## src/rtl/btn_reader_pkg.sv

```systemverilog
// Shared types and constants for the debounced button reader.
package btn_reader_pkg;

  localparam int unsigned CNT_W = 32;

  typedef enum logic [1:0] {
    Idle,
    PressChk,
    Held,
    ReleaseChk
  } btn_state_e;

endpackage

```

## src/rtl/btn_reader_ch.sv

```systemverilog
// One button channel: 2-flop synchronizer, debounce FSM, hold timer for long-press detection.
module btn_reader_ch
  import btn_reader_pkg::*;
#(
  parameter int unsigned DEBOUNCE_T = 1000 * 1000,
  parameter int unsigned LONG_T     = 50 * 1000 * 1000
) (
  input  logic clk_i,
  input  logic rst_ni,
  input  logic btn_i,
  output logic level_o,
  output logic press_o,
  output logic release_o,
  output logic long_press_o
);

  localparam logic [CNT_W-1:0] DbLast   = CNT_W'(DEBOUNCE_T - 1);
  localparam logic [CNT_W-1:0] LongLast = CNT_W'(LONG_T - 1);
  localparam logic [CNT_W-1:0] CntOne   = CNT_W'(1);

  logic             sync1_q, s_q;
  btn_state_e       state_q, state_d;
  logic [CNT_W-1:0] dcnt_q, dcnt_d;
  logic [CNT_W-1:0] hcnt_q, hcnt_d;
  logic             long_done_q, long_done_d;
  logic             level_q, level_d;
  logic             press_q, press_d;
  logic             release_q, release_d;
  logic             long_q, long_d;

  always_comb begin
    state_d     = state_q;
    dcnt_d      = dcnt_q;
    hcnt_d      = hcnt_q;
    long_done_d = long_done_q;
    level_d     = level_q;
    press_d     = 1'b0;
    release_d   = 1'b0;
    long_d      = 1'b0;
    unique case (state_q)
      Idle: begin
        if (s_q) begin
          state_d = PressChk;
          dcnt_d  = '0;
        end
      end
      PressChk: begin
        if (!s_q) begin
          state_d = Idle;
        end else if (dcnt_q == DbLast) begin
          state_d     = Held;
          level_d     = 1'b1;
          press_d     = 1'b1;
          hcnt_d      = '0;
          long_done_d = 1'b0;
        end else begin
          dcnt_d = dcnt_q + CntOne;
        end
      end
      Held: begin
        // Saturated hold counter arms a single long-press pulse per accepted press.
        if (hcnt_q == LongLast) begin
          if (!long_done_q) begin
            long_d      = 1'b1;
            long_done_d = 1'b1;
          end
        end else begin
          hcnt_d = hcnt_q + CntOne;
        end
        if (!s_q) begin
          state_d = ReleaseChk;
          dcnt_d  = '0;
        end
      end
      ReleaseChk: begin
        if (s_q) begin
          state_d = Held;
        end else if (dcnt_q == DbLast) begin
          state_d   = Idle;
          level_d   = 1'b0;
          release_d = 1'b1;
        end else begin
          dcnt_d = dcnt_q + CntOne;
        end
      end
      default: state_d = Idle;
    endcase
  end

  always_ff @(posedge clk_i or negedge rst_ni) begin
    if (!rst_ni) begin
      sync1_q     <= 1'b0;
      s_q         <= 1'b0;
      state_q     <= Idle;
      dcnt_q      <= '0;
      hcnt_q      <= '0;
      long_done_q <= 1'b0;
      level_q     <= 1'b0;
      press_q     <= 1'b0;
      release_q   <= 1'b0;
      long_q      <= 1'b0;
    end else begin
      sync1_q     <= btn_i;
      s_q         <= sync1_q;
      state_q     <= state_d;
      dcnt_q      <= dcnt_d;
      hcnt_q      <= hcnt_d;
      long_done_q <= long_done_d;
      level_q     <= level_d;
      press_q     <= press_d;
      release_q   <= release_d;
      long_q      <= long_d;
    end
  end

  assign level_o      = level_q;
  assign press_o      = press_q;
  assign release_o    = release_q;
  assign long_press_o = long_q;

endmodule

```

## src/rtl/btn_reader.sv

```systemverilog
// W independent debounced button channels with press, release and long-press pulses.
module btn_reader
  import btn_reader_pkg::*;
#(
  parameter int unsigned W          = 3,
  parameter int unsigned DEBOUNCE_T = 1000 * 1000,
  parameter int unsigned LONG_T     = 50 * 1000 * 1000
) (
  input  logic         clk,
  input  logic         resetn,
  input  logic [W-1:0] btn,
  output logic [W-1:0] level,
  output logic [W-1:0] press,
  // "release" is a reserved word, hence the suffix.
  output logic [W-1:0] release_pulse,
  output logic [W-1:0] long_press
);

  for (genvar i = 0; i < W; i++) begin : g_ch
    btn_reader_ch #(
      .DEBOUNCE_T(DEBOUNCE_T),
      .LONG_T    (LONG_T)
    ) u_ch (
      .clk_i       (clk),
      .rst_ni      (resetn),
      .btn_i       (btn[i]),
      .level_o     (level[i]),
      .press_o     (press[i]),
      .release_o   (release_pulse[i]),
      .long_press_o(long_press[i])
    );
  end

endmodule

```

## config.mk

```make
export PLATFORM = sky130hd
export DESIGN_NAME = btn_reader
export DESIGN_NICKNAME = d
export VERILOG_FILES = /design/src/rtl/btn_reader_pkg.sv /design/src/rtl/btn_reader_ch.sv /design/src/rtl/btn_reader.sv
export SDC_FILE = /design/constraint.sdc
export NUM_CORES = 1
export LEC_CHECK = 0
export BUFFER_PORTS_ARGS = -buffer_cell sky130_fd_sc_hd__clkbuf_2
export CORE_MARGIN = 2
export CORE_UTILIZATION = 40
export CTS_BUF_LIST = sky130_fd_sc_hd__clkbuf_4 sky130_fd_sc_hd__clkbuf_8
export CTS_CLUSTER_SIZE = 30
export DETAILED_ROUTE_END_ITERATION = 8
export GPL_TIMING_DRIVEN = 0
export SYNTH_ARGS = -nofsm -noshare
export SYNTH_HDL_FRONTEND = slang
export SYNTH_SLANG_ARGS = --single-unit
```

## constraint.sdc

```tcl
create_clock -name clk -period 3.7 [get_ports clk]
set_input_delay 0.185 -clock clk [delete_from_list [all_inputs] [get_ports clk]]
set_output_delay 0.185 -clock clk [all_outputs]
set_load 0.02 [all_outputs]
```

==> flow_metrics.py <==
metrics = {
    "cts": {
        "cts_buffers": 42,
        "cts-resized-gates": 0,
        "cts_tree": "yes",
        "path_clk_slew_ps": 60,
        "root_buffer": "clkbuf_8",
        "post_cts_buffers": 0,
        "cts.path.max_buffers": 3,
        "h-tree-depth": 2,
        "clock-sinks": 219,
        "clock_latency_ps": 540,
        "ctsHoldBuffers": 4,
    },
    "job": {
        "drv_cap": 0,
    },
    "logic_synthesis": {
        "synthSimpleGateAreaFrac": 0.3170,
        "synth.distinct_cells": 72,
        "yosysTopAreaCell": "dfrtp_1",
        "muxShareOfSynthArea": 0.01951,
        "async_reset_ff_frac": 1.000,
        "synth_area_leaders": "dfrtp_1 (44%), nand2_1 (5.3%), nand3_1 (3.8%)",
        "synth_fp_nets": 1415,
        "seq_area_frac_synth": 0.4383,
        "synth_top_family_by_area": "simple AND/OR/NAND/NOR gates",
        "ys_ff_latch": 219,
        "synth_xor_area_frac": 0.03012,
        "syn-instance-count": 1404,
        "synth-edff-count": 0,
        "synth-compound-area-share": 0.1477,
        "synth-main-ff-cell": "dfrtp_1",
        "synth.avg_cell_area_um2": 8.906,
        "synth_area_um2": 12500,
        "yosys.area_share.adder": 0.006004,
        "yosys_warnings": 0,
        "synth_top_area_frac": 0.4383,
    },
    "power_and_ir_drop": {
        "irDropWorstVdd_uv": 265.3,
        "pwr-share-clk": 0.497,
        "p_switching_uw": 1238,
        "power_frac_seq": 0.468,
        "internal-power_uw": 4004,
        "power_switching_share": 0.2362,
        "leakage_uw": 0.005740,
        "powerDensity_nw_per_um2": 371.4,
        "p_comb_frac": 0.036,
    },
    "placed_design": {
        "hpwl_um": 21660,
        "io_buffers": 16,
        "place.gp.congestion": 0.8654,
        "place_area_um2": 13140,
        "dp.cells": 1818,
    },
    "worst_setup_path": {
        "cp-end-kind": "flop",
        "critPathMaxFanout": 10,
        "path_class": "flop to flop",
        "start_kind": "flop",
        "crit_required_ps": 4100,
        "worstPathArrival_ps": 3430,
    },
    "sta": {
        "hold_viol": 0,
        "rsz0062_at_grt": "false",
        "min_period_ps": 3030,
        "setup_viol": 0,
        "post-route-period-util": 0.8188,
        "slew_viol_final": 0,
        "worst_pin_slew_ps": 1450,
        "max_freq_ghz": 0.3301,
        "slew_headroom": 0.02414,
        "finalClockSkew_ps": 21.98,
    },
    "cells_and_area": {
        "nFillCells": 3000,
        "layout.nets": 1481,
        "antenna_cells": 0,
        "final_area_um2": 14110,
        "instances_no_fill": 1897,
        "drive_above_1_share": 0.09527,
        "area_growth_syn_to_layout_pct": 12.87,
    },
    "route": {
        "routed_wl_um": 32160,
        "drc_errors": 0,
        "ant_nets": 0,
        "dr.first_iter.drc_count": 935,
        "vias": 11270,
        "first_pass_iters": 7,
        "via_per_inst": 5.939,
        "wl_per_cell_um": 16.95,
    },
    "status": {
        "status": "completed",
    },
    "floorplan": {
        "fp.dieArea_um2": 32690,
        "rows": 64,
        "coreArea_um2": 30670,
        "die_x_um": 180.8,
        "start_util": 0.4077,
        "fp.dieH_um": 180.8,
        "num_io_pins": 17,
    },
    "global_routing": {
        "grt-ovfl-total": 0,
        "grt_pass1_wl_um": 54670,
        "grt_max_degree": 80,
        "first_global_vias": 10820,
        "antenna_found_initial": 0,
        "grt_usage": 0.1970,
    },
    "hold_path": {
        "holdCritPathClass": "primary input to async pin",
    },
}
-- synth_stat cells, types with 5 or more instances --
cell type	n
a21oi_1	62
a221o_1	11
a22o_1	13
a31o_2	5
a31oi_1	24
and2_1	16
and3_1	40
and4_1	30
buf_2	9
buf_4	12
clkbuf_1	58
dfrtp_1	219
ha_1	6
inv_1	26
mux2i_1	21
nand2_1	176
nand2b_1	19
nand3_1	95
nand4_1	63
nand4b_1	10
nor2_1	85
nor2b_1	7
nor3_1	45
nor4_1	42
nor4b_1	9
o211ai_1	24
o21ai_0	47
o221ai_1	7
o31a_1	5
o31ai_1	37
or3_1	24
or4_1	41
xnor2_1	16
xor2_1	27
-- power groups by stage --
stage | Clock [µW] | Sequential, µW | Combinational (µW)
after floorplan | 0 | 2490 | 90.6
after CTS | 2690 | 2450 | 193
after global routing | 2800 | 2450 | 216
after global placement | 0 | 2490 | 177
final | 2600 | 2450 | 187
after detailed placement | 0 | 2490 | 190
-- per-layer routing --
layer | vias up | track usage | share of wire
met4 | 0 | 0.06129 | 0.021
met1 | 5458 | 0.2815 | 0.49
li1 | 5450 | - | -
met5 | - | 0 | 0
met2 | 303 | 0.3060 | 0.45
met3 | 55 | 0.03165 | 0.046
-- flip-flops by register name (all words and copies together), names as in the netlist, named ones only --
name and count:
g_ch.u_ch.dcnt_q 96, g_ch.u_ch.hcnt_q 96, g_ch.u_ch.level_o 3, g_ch.u_ch.long_done_q 3, g_ch.u_ch.long_press_o 3, g_ch.u_ch.press_o 3
g_ch.u_ch.release_o 3, g_ch.u_ch.s_q 3, g_ch.u_ch.state_q 3, g_ch.u_ch.sync1_q 3
-- final cells by class --
cell class	count	area, µm²	area share
Sequential cell	219	5480	0.3883
Inverter	28	105.1	0.007447
Clock buffer	62	803.3	0.05692
Clock inverter	13	120.1	0.008511
Multi-Input combinational cell	1070	6513	0.4614
Timing Repair Buffer	22	183.9	0.01303
Tap cell	396	495.5	0.03511
Buffer	87	412.9	0.02926
-- logic make-up (layout without fill, tap and decap cells) --
group,after synthesis,count (layout)
AND/OR/NAND/NOR,726,726
XOR/XNOR,43,43
buffers and inverters,115,212
AO/OA/AOI/OAI,271,271
multiplexers,24,24
adder cells (fa/ha/maj),6,6
flip-flops,219,219
-- worst paths after layout --
| kind | end | cells after the start | slack [ps] | start |
|---|---|---|---|---|
| max | g_ch[2].u_ch.hcnt_q[21]$_DFFE_PN0P_ | 8 | 670 | g_ch[2].u_ch.dcnt_q[12]$_DFFE_PN0P_ |
| min | g_ch[0].u_ch.dcnt_q[4]$_DFFE_PN0P_ | 2 | 260 | resetn |
| max reg2reg | g_ch[2].u_ch.hcnt_q[21]$_DFFE_PN0P_ | 8 | 670 | g_ch[2].u_ch.dcnt_q[12]$_DFFE_PN0P_ |
| min reg2reg | g_ch[1].u_ch.s_q$_DFF_PN0_ | 0 | 350 | g_ch[1].u_ch.sync1_q$_DFF_PN0_ |
| max in group asynchronous | g_ch[2].u_ch.dcnt_q[25]$_DFFE_PN0P_ | 4 | 2260 | resetn |
| min in group clk | g_ch[0].u_ch.sync1_q$_DFF_PN0_ | 2 | 300 | btn[0] |
-- placed cells by master, fill, tap and decap left out, drive strengths merged, types with 21 or more instances in the layout --
master / instances
nand3: 95
o31ai: 39
dfrtp: 219
a21oi: 63
nand4: 64
or4: 42
xor2: 27
and3: 40
nor2: 85
o21ai: 50
nand2: 177
inv: 27
or3: 24
mux2i: 21
o211ai: 24
nor3: 45
nor4: 44
and4: 30
buf: 31
clkbuf: 136
a31oi: 24
-- worst max-delay path, cell delays in order, from the launching register on --
cell and delay [ps]:
dfrtp_1 360, clkbuf_1 170, nor4b_1 370, nand4_1 240, or4_1 710, inv_1 210
o21ai_1 180, buf_2 280, a221o_1 380
-- stage by stage --
stage / setup WS [ps] / TNS [ps] / total power, µW / hold slack (ps) / utilization
after floorplan: 1276 / 0 / 2576 / -110.6 / -
after global placement: -2195 / -474620 / 2670 / 294.4 / 0.4265
after detailed placement: 744.1 / 0 / 2681 / 288.5 / 0.4286
after CTS: 699.7 / 0 / 5335 / 254.5 / 0.4600
after global routing: 369.8 / 0 / 5471 / 278.2 / 0.4602
final: 670.5 / 0 / 5242 / 260.4 / 0.4602
(Power assumes the default switching activity.)
